`src/rtl/mf_pkg.sv`:
```
// Shared types and constants for the salt-and-pepper mean filter controller.
package mf_pkg;

    localparam int DW_DEFAULT      = 8;
    localparam int FB_INIT_DEFAULT = 128;

    localparam logic [DW_DEFAULT-1:0] PIX_MIN = '0;
    localparam logic [DW_DEFAULT-1:0] PIX_MAX = '1;

    typedef enum logic [2:0] {
        IDLE,
        CHECK,
        SUBST,
        MEAN,
        OUT
    } state_e;

    // Width-generic noise test: callers zero-extend the pixel and pass their own width.
    function automatic logic is_noisy(input logic [31:0] pix, input int unsigned dw);
        logic [31:0] max_v;
        max_v = (32'd1 << dw) - 32'd1;
        return (pix == 32'd0) || (pix == max_v);
    endfunction

endpackage

```
`src/rtl/mf_window_ctrl_if.sv`:
```
// Window-in / pixel-out handshake bundle for mf_window_ctrl.
interface mf_window_ctrl_if #(
    parameter int DW = mf_pkg::DW_DEFAULT
);
    logic          in_valid;
    logic          in_ready;
    logic [DW-1:0] p_c;
    logic [DW-1:0] p0;
    logic [DW-1:0] p1;
    logic [DW-1:0] p2;
    logic [DW-1:0] p3;
    logic          out_valid;
    logic          out_ready;
    logic [DW-1:0] p_out;
    logic          out_repl;
    logic          out_fb;
    logic          busy;

    modport master (
        output in_valid, p_c, p0, p1, p2, p3, out_ready,
        input  in_ready, out_valid, p_out, out_repl, out_fb, busy
    );

    modport slave (
        input  in_valid, p_c, p0, p1, p2, p3, out_ready,
        output in_ready, out_valid, p_out, out_repl, out_fb, busy
    );

endinterface

```
`src/rtl/Detector.sv`:
```
// Single-pixel salt-and-pepper detector: flags the extreme codes 0 and 2^DW-1.
module Detector
    import mf_pkg::*;
#(
    parameter int DW = DW_DEFAULT
) (
    input  logic [DW-1:0] pix,
    output logic          noisy
);

    assign noisy = is_noisy(32'(pix), DW);

endmodule

```
`src/rtl/csg.sv`:
```
// Neighbour clean-set gate: ctr is high only when all four neighbours are clean.
module csg
    import mf_pkg::*;
#(
    parameter int DW = DW_DEFAULT
) (
    input  logic [DW-1:0] p0,
    input  logic [DW-1:0] p1,
    input  logic [DW-1:0] p2,
    input  logic [DW-1:0] p3,
    output logic          ctr
);

    assign ctr = !(is_noisy(32'(p0), DW) || is_noisy(32'(p1), DW) ||
                   is_noisy(32'(p2), DW) || is_noisy(32'(p3), DW));

endmodule

```
`src/rtl/mf_mean4.sv`:
```
// Combinational mean of four pixels. Build option MF_MEAN_ROUND_EN rounds half up,
// otherwise the quotient is truncated.
module mf_mean4 #(
    parameter int DW = mf_pkg::DW_DEFAULT
) (
    input  logic [DW-1:0] p0,
    input  logic [DW-1:0] p1,
    input  logic [DW-1:0] p2,
    input  logic [DW-1:0] p3,
    output logic [DW-1:0] mean
);

    logic [DW:0]   sum_a;
    logic [DW:0]   sum_b;
    logic [DW+1:0] sum;

    assign sum_a = (DW+1)'(p0) + (DW+1)'(p1);
    assign sum_b = (DW+1)'(p2) + (DW+1)'(p3);
    assign sum   = (DW+2)'(sum_a) + (DW+2)'(sum_b);

`ifdef MF_MEAN_ROUND_EN
    // Clean inputs keep sum+2 well below 2^(DW+2), so the add cannot wrap.
    assign mean = DW'((sum + (DW+2)'(2)) >> 2);
`else
    assign mean = DW'(sum >> 2);
`endif

endmodule

```
`src/rtl/mf_window_ctrl.sv`:
```
// Salt-and-pepper mean filter sequencer: pass-through, neighbour mean, or mean after
// feedback substitution. Owns the feedback pixel register. Option: MF_MEAN_ROUND_EN.
module mf_window_ctrl
    import mf_pkg::*;
#(
    parameter int            DW      = DW_DEFAULT,
    parameter logic [DW-1:0] FB_INIT = DW'(FB_INIT_DEFAULT)
) (
    input logic             clk,
    input logic             rst,
    mf_window_ctrl_if.slave bus
);

    state_e        state;
    state_e        state_nxt;
    logic [DW-1:0] c_q;
    logic [DW-1:0] nb_q [4];
    logic [DW-1:0] fb_q;
    logic [DW-1:0] p_out_q;
    logic [DW-1:0] mean;
    logic          fb_flag_q;
    logic          repl_q;
    logic          fbo_q;
    logic          c_noisy;
    logic          nb_clean;
    logic          accept;

    assign accept = (state == IDLE) && bus.in_valid;

    Detector #(.DW(DW)) u_det_c (.pix(c_q), .noisy(c_noisy));

    csg #(.DW(DW)) u_csg (
        .p0 (nb_q[0]),
        .p1 (nb_q[1]),
        .p2 (nb_q[2]),
        .p3 (nb_q[3]),
        .ctr(nb_clean)
    );

    mf_mean4 #(.DW(DW)) u_mean (
        .p0  (nb_q[0]),
        .p1  (nb_q[1]),
        .p2  (nb_q[2]),
        .p3  (nb_q[3]),
        .mean(mean)
    );

    // NOTE: clocked state uses non-blocking assignment so every register samples pre-edge values.
    always_ff @(posedge clk or posedge rst) begin
        if (rst) state <= IDLE;
        else     state <= state_nxt;
    end

    // NOTE: every output of this block gets a default first, so no path can infer a latch.
    always_comb begin
        state_nxt     = state;
        bus.in_ready  = 1'b0;
        bus.out_valid = 1'b0;
        bus.busy      = 1'b1;
        case (state)
            IDLE: begin
                bus.in_ready = 1'b1;
                bus.busy     = 1'b0;
                if (bus.in_valid) state_nxt = CHECK;
            end
            CHECK: begin
                if (!c_noisy)      state_nxt = OUT;
                else if (nb_clean) state_nxt = MEAN;
                else               state_nxt = SUBST;
            end
            SUBST: state_nxt = MEAN;
            MEAN:  state_nxt = OUT;
            OUT: begin
                bus.out_valid = 1'b1;
                if (bus.out_ready) state_nxt = IDLE;
            end
            default: state_nxt = IDLE;
        endcase
    end

    // NOTE: window registers carry no reset; they are always written on accept before use.
    always_ff @(posedge clk) begin
        if (accept) begin
            c_q     <= bus.p_c;
            nb_q[0] <= bus.p0;
            nb_q[1] <= bus.p1;
            nb_q[2] <= bus.p2;
            nb_q[3] <= bus.p3;
        end else if (state == SUBST) begin
            for (int i = 0; i < 4; i++) begin
                if (is_noisy(32'(nb_q[i]), DW)) nb_q[i] <= fb_q;
            end
        end
    end

    always_ff @(posedge clk or posedge rst) begin
        if (rst) begin
            fb_q      <= FB_INIT;
            fb_flag_q <= 1'b0;
            p_out_q   <= '0;
            repl_q    <= 1'b0;
            fbo_q     <= 1'b0;
        end else begin
            case (state)
                CHECK: begin
                    if (!c_noisy) begin
                        p_out_q <= c_q;
                        repl_q  <= 1'b0;
                        fbo_q   <= 1'b0;
                    end
                end
                SUBST: fb_flag_q <= 1'b1;
                MEAN: begin
                    p_out_q <= mean;
                    repl_q  <= 1'b1;
                    fbo_q   <= fb_flag_q;
                end
                OUT: begin
                    // Emitted pixels are always clean, so the feedback stays clean too.
                    if (bus.out_ready) begin
                        fb_q      <= p_out_q;
                        fb_flag_q <= 1'b0;
                    end
                end
                default: ;
            endcase
        end
    end

    assign bus.p_out    = p_out_q;
    assign bus.out_repl = repl_q;
    assign bus.out_fb   = fbo_q;

endmodule
```
`src/flat_wrapper.sv`:
```
// flat-port wrapper written by rule: the top's interface ports become plain ports
module mf_window_ctrl_flat import mf_pkg::*;
#(
    parameter int            DW      = DW_DEFAULT,
    parameter logic [DW-1:0] FB_INIT = DW'(FB_INIT_DEFAULT)
)
  (clk, rst, bus_in_valid, bus_p_c, bus_p0, bus_p1, bus_p2, bus_p3, bus_out_ready, bus_in_ready, bus_out_valid, bus_p_out, bus_out_repl, bus_out_fb, bus_busy);
  mf_window_ctrl_if #(.DW(DW)) bus_i ();
  input logic clk;
  input logic rst;
  input wire logic [$bits(bus_i.in_valid)-1:0] bus_in_valid;
  input wire logic [$bits(bus_i.p_c)-1:0] bus_p_c;
  input wire logic [$bits(bus_i.p0)-1:0] bus_p0;
  input wire logic [$bits(bus_i.p1)-1:0] bus_p1;
  input wire logic [$bits(bus_i.p2)-1:0] bus_p2;
  input wire logic [$bits(bus_i.p3)-1:0] bus_p3;
  input wire logic [$bits(bus_i.out_ready)-1:0] bus_out_ready;
  output wire logic [$bits(bus_i.in_ready)-1:0] bus_in_ready;
  output wire logic [$bits(bus_i.out_valid)-1:0] bus_out_valid;
  output wire logic [$bits(bus_i.p_out)-1:0] bus_p_out;
  output wire logic [$bits(bus_i.out_repl)-1:0] bus_out_repl;
  output wire logic [$bits(bus_i.out_fb)-1:0] bus_out_fb;
  output wire logic [$bits(bus_i.busy)-1:0] bus_busy;
  assign bus_i.in_valid = bus_in_valid;
  assign bus_i.p_c = bus_p_c;
  assign bus_i.p0 = bus_p0;
  assign bus_i.p1 = bus_p1;
  assign bus_i.p2 = bus_p2;
  assign bus_i.p3 = bus_p3;
  assign bus_i.out_ready = bus_out_ready;
  assign bus_in_ready = bus_i.in_ready;
  assign bus_out_valid = bus_i.out_valid;
  assign bus_p_out = bus_i.p_out;
  assign bus_out_repl = bus_i.out_repl;
  assign bus_out_fb = bus_i.out_fb;
  assign bus_busy = bus_i.busy;
  mf_window_ctrl #(.DW(DW), .FB_INIT(FB_INIT)) u_core (.clk(clk), .rst(rst), .bus(bus_i));
endmodule
```
`config.mk`:
```
export PLATFORM = sky130hd
export DESIGN_NAME = mf_window_ctrl_flat
export DESIGN_NICKNAME = d
export VERILOG_FILES = /design/src/rtl/mf_pkg.sv /design/src/rtl/mf_window_ctrl_if.sv /design/src/rtl/Detector.sv /design/src/rtl/csg.sv /design/src/rtl/mf_mean4.sv /design/src/rtl/mf_window_ctrl.sv /design/src/flat_wrapper.sv
export SDC_FILE = /design/constraint.sdc
export NUM_CORES = 1
export LEC_CHECK = 0
export BUFFER_PORTS_ARGS = -buffer_cell sky130_fd_sc_hd__buf_2
export CORE_ASPECT_RATIO = 1.5
export CORE_MARGIN = 3
export CORE_UTILIZATION = 57
export DETAILED_ROUTE_END_ITERATION = 16
export PLACE_DENSITY_LB_ADDON = 0.12
export SETUP_SLACK_MARGIN = 0.02
export SLEW_MARGIN = 20
export SYNTH_ARGS = -nofsm -noshare
export SYNTH_HDL_FRONTEND = slang
export SYNTH_SLANG_ARGS = --single-unit
export TNS_END_PERCENT = 100
```
`constraint.sdc`:
```
create_clock -name clk -period 3.9 [get_ports clk]
set_clock_uncertainty 0.15 [all_clocks]
set_input_delay 0.39 -clock clk [delete_from_list [all_inputs] [get_ports clk]]
set_output_delay 0.39 -clock clk [all_outputs]
set_load 0.05 [all_outputs]
```
# --- Yosys cells after proc, flatten, opt, wreduce, memory -nomap -nowiden ---
# Memories as Yosys holds them, arrays and structs flattened.
# Index checks and enable logic that the tools add are counted.
totals:
  n_memories: 1
  latchBits: 0
  out_inout_bits: 13
  input_bits: 44
  register_bits: 30
  mem_bits_ro: 0
  ramBits: 32
memory_table:
  columns: ["name", "words", "width", "read_ports", "rd_clocked_by_memory_dff", "write_ports", "line_no", "source"]
  rows:
  - ["u_core.nb_q", 4, 8, 4, 0, 4, "mf_window_ctrl.sv:17", "logic [DW-1:0] nb_q [4];"]
classes:
  mux: 37
  n_lt_le_gt_ge: 0
  n_addsub: 3
  n_mul: 0
  n_reduce_logical: 21
  n_bitwise: 4
  div: 0
  eq_ne: 12
  n_shift: 0
op_table:
  columns: ["operator", "count"]
  rows:
  - ["8-bit equality test, second input constant", 5]
  - ["8-bit logical NOT", 5]
  - ["8-bit 2-to-1 mux", 5]
  - ["1-bit 2-to-1 mux", 24]
  - ["8-bit by 8-bit adder with 9-bit output", 2]
  - ["8-bit one-hot mux with 2 select lines", 1]
  - ["3-bit one-hot mux with 5 select lines", 1]
  - ["9-bit by 9-bit adder with 10-bit output", 1]
  - ["3-bit 2-to-1 mux", 3]
  - ["1-bit logical OR", 8]
  - ["2-bit AND reduction", 4]
  - ["3-bit by 2-bit equality test with 1-bit output, second input constant", 2]
  - ["2-bit inequality test, second input constant", 3]
  - ["1-bit one-hot mux with 2 select lines", 3]
  - ["1-bit bitwise OR", 4]
  - ["2-bit nonzero test", 2]
  - ["3-bit by 1-bit equality test with 1-bit output, second input constant", 1]
  - ["3-bit equality test, second input constant", 1]
  - ["3-bit logical NOT", 1]
  - ["1-bit logical AND", 1]

# --- Logic depth before layout (Yosys ltp) ---
# An unclocked memory read counts as a cell.
depth:
  word_depth: 9
  ltp_mapped: 12
  ltp_nobuf: 12

# --- By module ---
# Synthesis repeated with hierarchy kept, for this count alone.
hier_totals:
  cells_unflattened: 331
  hier_area_um2: 3937.5
modules_own_cells:
  columns: ["mod", "area_each_um2", "instances", "cells_per_inst"]
  rows:
  - ["mf_window_ctrl", 2917.8, 1, 189]
  - ["mf_mean4", 834.6, 1, 111]
  - ["csg", 147.6, 1, 25]
  - ["Detector", 37.5, 1, 6]

# --- Worst setup path after synthesis ---
# Ideal clock, no wire load.
synth_timing:
  kind: "register to register"
  from: "mem u_core.nb_q[2][3] (netlist name)"
  to: "reg u_core.p_out_q[5] (netlist: u_core.bus.p_out[5])"
  stages_incl_launch_ff: 11
  path_slack_ps: 822
  setup_ps: 125
  arrival_ps: 2803
  path_buffers: 0
  path_cell_list: "edfxtp_1 > inv_1 > fa_1 > fa_1 > inv_1 > ha_1 > nor2b_1 > o31a_1 > or4_1 > a21oi_1 > o31ai_1"
synth_rtl:
  columns: ["item", "line_no", "source"]
  rows:
  - ["start: declaration", "mf_window_ctrl.sv:17", null]
  - ["end signal: assignment", "mf_window_ctrl.sv:107", "p_out_q <= c_q;"]
  - ["end signal: assignment", "mf_window_ctrl.sv:114", "p_out_q <= mean;"]
  - ["end: declaration", "mf_window_ctrl.sv:19", "logic [DW-1:0] p_out_q;"]

==> reports/summary.md <==
The core region area was 0.00591 mm2. Max-cap violations in this run came to 0. Max-slew violation count: 0.

Measured on the finished design, the core utilization comes to 69.5%. The worst setup path endpoint is u_core.bus.p_out[5]$_DFFE_PP0P_. For this run, the top clock speed supported by timing is 305 MHz.

For the worst setup path, the data required time is 3.97 ns. The number of global-route vias before repair is 2,558. The synthesized design contains 40 enable-type register cells.

The total global routing track utilization came out at 24.7%. Floorplan die height: 103 um. The post-synthesis cell area was 0.00356 mm2; the clock-pin transition on the worst setup and hold timing paths was 0.08 ns. In the synthesized netlist, the number of instances is 310.

The tools report the buffer type at the clock tree root as sky130_fd_sc_hd__clkbuf_8. The run finished with clean final reports. The first detailed-routing pass took 4 iterations.

The tools report the minimum setup slack among reg-to-reg paths as 0.62 ns. Compared with the post-synthesis result, the final layout area differs by 15.3%. Once detail routing completed, the nets flagged for antenna violations numbered 0. For this run, design rule violations remaining after detail routing come to 0. The longest clock path from root to sink contains 2 buffers. Setup violations remaining at the end of the flow were counted as 0. The start-to-end type of the worst setup path is flop to flop.

The routed layout has 2,572 vias. The worst path in the final design needs a cycle of 3.28 ns, including I/O delays and setup. At the pin with the least slew margin, the transition time is 0.808 ns. The logs give 6.51 mm for the total half-perimeter wirelength after legalization and detailed placement and 3 for the count of H-tree levels built during CTS.

After clock tree synthesis, the repair step resized 0 gates. Hold repair after CTS inserted 0 buffers. During I/O placement, the number of pins put on the boundary was 57. Cells with a size suffix above 1 make up 31.8% of the layout. Row generation in the floorplan step produced 34 rows. In this run the tool buffered the top-level ports with 56 buffer cells. After the last flow step, the layout net total stands at 439. The number of distinct library cell variants in the gate-level netlist after synthesis is 46, and the number of vias per cell after detailed routing is 5.73. The largest net degree at the start of global routing was 23; the clock net sink count was 62.

The number of synthesized register bits came out at 62. The insertion delay to the later sink of the worst-skew pair came out at 0.35 ns. The initial utilization of the core area, before any placement, comes to 60.3%. The startpoint of the most critical register-to-register path is u_core.nb_q[2][3]$_DFFE_PP_.

Sequential elements use 49.2% of the synthesized area. Final hold analysis gives a worst-case slack of 0.0324 ns. In this run the worst path has a maximum fanout of 4. Most used flip-flop cell after synthesis: sky130_fd_sc_hd__edfxtp_1. Dividing the final minimum period by the clock period gives 84.0%. The tools report the capture instance of the worst register-to-register path as u_core.bus.p_out[5]$_DFFE_PP0P_. STA puts the critical path data arrival time at 3.35 ns. Counting cells, the worst reg-to-reg path comes to 10. In this run the power density over the cells is 771 mW/mm2. The die outline width was 70.6 um; the number of DRC violations after detailed-routing iteration 0 was 127. The congestion estimate from routability-driven global placement came to 0.943. Setup repair after global routing left no endpoint under its margin.

The remaining global-route overflow was 0. Class of the most critical hold timing path: input port to asynchronous set/reset pin. The leakage power is 1.82 nW, and the mean cell area of the mapped netlist is 11.5 um2. The run gives 0 as the initial antenna violation count. The number of hold-slack violations in the final timing report was 0. After synthesis, the share of flip-flops with an asynchronous set or reset is 35.5%. In the final routed layout, each cell accounts on average for 18.4 um. The startpoint type of the worst setup path was a flop. The count of warnings emitted by yosys is 0. Synthesis produced a netlist with a net count of 377. The logs give 0 ns for the summed negative setup slack over all endpoints and 0.00726 mm2 for the area of the die. The peak ir drop on the vdd network is 0.000550 V. 0 antenna diodes ended up in the layout. First element of the critical path: u_core.nb_q[2][3]$_DFFE_PP_. Post-CTS timing repair inserted 0 buffers for setup. For the number of CTS-inserted buffers, the log shows 9.

Counting the fill cells in the layout gives 459. The sort of element at the end of the critical path is a flop. The design draws 0.00317 W. The worst pin sits at a relative slew slack of 46.1%. The tools report the overall routed net length as 8.26 mm.

TritonCTS built the clock tree. The tools report the wire length of the first global-routing pass as 13.1 mm.
==> worst min-delay path by stage <==
stage / depth (start not counted) / startpoint / endpoint
final: 2 / rst / u_core.fb_flag_q$_DFFE_PP0P_
after global routing: 1 / bus_p_c[3] / u_core.c_q[3]$_DFFE_PP_
after CTS: 2 / rst / u_core.fb_flag_q$_DFFE_PP0P_
after detailed placement: 2 / u_core.bus.out_fb$_DFFE_PP0P_ / u_core.bus.out_fb$_DFFE_PP0P_
after global placement: 2 / u_core.bus.out_repl$_DFFE_PP0P_ / u_core.bus.out_repl$_DFFE_PP0P_
after floorplan: 1 / rst / u_core.bus.out_fb$_DFFE_PP0P_
==> layout make-up <==
| class | count | area (um2) | area share [%] |
|---|---|---|---|
| multi-input combinational | 190 | 1580 | 38.5 |
| clock buffer | 10 | 138 | 3.35 |
| inverter | 53 | 199 | 4.84 |
| tap | 72 | 90.1 | 2.19 |
| sequential | 62 | 1750 | 42.6 |
| clock inverter | 6 | 67.6 | 1.64 |
| timing repair buffer | 56 | 280 | 6.82 |
==> power by group <==
group	leakage, nW	internal [W]	total, W	switching, W
clock	0.107	0.000316	0.000588	0.000272
combinational	1.07	0.000547	0.00147	0.000918
sequential	0.648	0.000912	0.00111	0.000202
==> flip-flops by register name, indices dropped and copies added, names as in the netlist <==
name and flops:
u_core.state 3, u_core.bus.p_out 8, u_core.nb_q 32, u_core.fb_flag_q 1, u_core.bus.out_repl 1, u_core.c_q 8
u_core.bus.out_fb 1, u_core.fb_q 8
==> layout by cell type (no fill, tap or decap), drive strengths merged, types with 3 or more instances in the layout <==
| cell type | count |
|---|---|
| a21oi | 11 |
| edfxtp | 40 |
| ha | 7 |
| dfrtp | 21 |
| nand4 | 10 |
| nor3 | 7 |
| mux2i | 3 |
| mux2 | 40 |
| clkbuf | 10 |
| inv | 55 |
| fa | 16 |
| nor4 | 12 |
| buf | 56 |
| clkinv | 3 |
| nand2 | 29 |
| nor2 | 8 |
| o21ai | 18 |
==> layer usage <==
metal | global-route usage (%) | part of all wire, % | wire (um)
met1 | 28.6 | 37 | 3080
met2 | 43.7 | 54 | 4490
met3 | 4.29 | 5.1 | 425
met4 | 13.2 | 3.2 | 267
met5 | 0 | 0 | 0
==> critical path, cell delays in order (launching register included) <==
cell                       delay (ns)
sky130_fd_sc_hd__edfxtp_1        0.42
sky130_fd_sc_hd__inv_1           0.11
sky130_fd_sc_hd__fa_1            0.46
sky130_fd_sc_hd__fa_1            0.55
sky130_fd_sc_hd__inv_1           0.04
sky130_fd_sc_hd__ha_1            0.32
sky130_fd_sc_hd__nor2b_1         0.16
sky130_fd_sc_hd__o31a_1          0.28
sky130_fd_sc_hd__or4_1           0.41
sky130_fd_sc_hd__a21oi_1         0.16
sky130_fd_sc_hd__o31ai_1         0.09
==> cell usage after synthesis, types with 2 or more instances <==
master                     instances  area (um2)
sky130_fd_sc_hd__fa_1             16         320
sky130_fd_sc_hd__a211oi_1          2        15.0
sky130_fd_sc_hd__nor2_1            8        30.0
sky130_fd_sc_hd__mux2i_1           3        30.0
sky130_fd_sc_hd__o211ai_1          2        15.0
sky130_fd_sc_hd__buf_2             3        15.0
sky130_fd_sc_hd__nand2_1          25        93.8
sky130_fd_sc_hd__dfrtp_1          21         526
sky130_fd_sc_hd__nand2_2           4        25.0
sky130_fd_sc_hd__a21oi_1          10        50.1
sky130_fd_sc_hd__ha_1              7        87.6
sky130_fd_sc_hd__nor2b_1           2        12.5
sky130_fd_sc_hd__edfxtp_1         40        1200
sky130_fd_sc_hd__mux2_1            2        22.5
sky130_fd_sc_hd__nand4_1          10        62.6
sky130_fd_sc_hd__nor3_1            6        30.0
sky130_fd_sc_hd__nor3b_1           2        15.0
sky130_fd_sc_hd__or2_2             2        12.5
sky130_fd_sc_hd__mux2_2           38         428
sky130_fd_sc_hd__nor4_1           12        75.1
sky130_fd_sc_hd__inv_1            53         199
sky130_fd_sc_hd__o22ai_1           2        12.5
sky130_fd_sc_hd__o21ai_0          17        85.1
==> through the flow <==
step	area, um2	std cells	worst slack [ns]
after floorplan	3560	310	0.822
after global placement	3910	433	0.686
after detailed placement	3910	433	0.638
after CTS	4110	449	0.628
after global routing	4110	449	0.397
final	4110	449	0.623
==> cells by family after synthesis <==
family | share of synthesized area (%)
adders and majority gates | 11.4
and+or+nand+nor | 11.9
AOI/OAI and AO/OA | 7.37
xor gates and xnor gates | 0.246
buffers and inverters | 6.42
DFF | 49.2
muxes | 13.5
(Power assumes the default switching activity.)
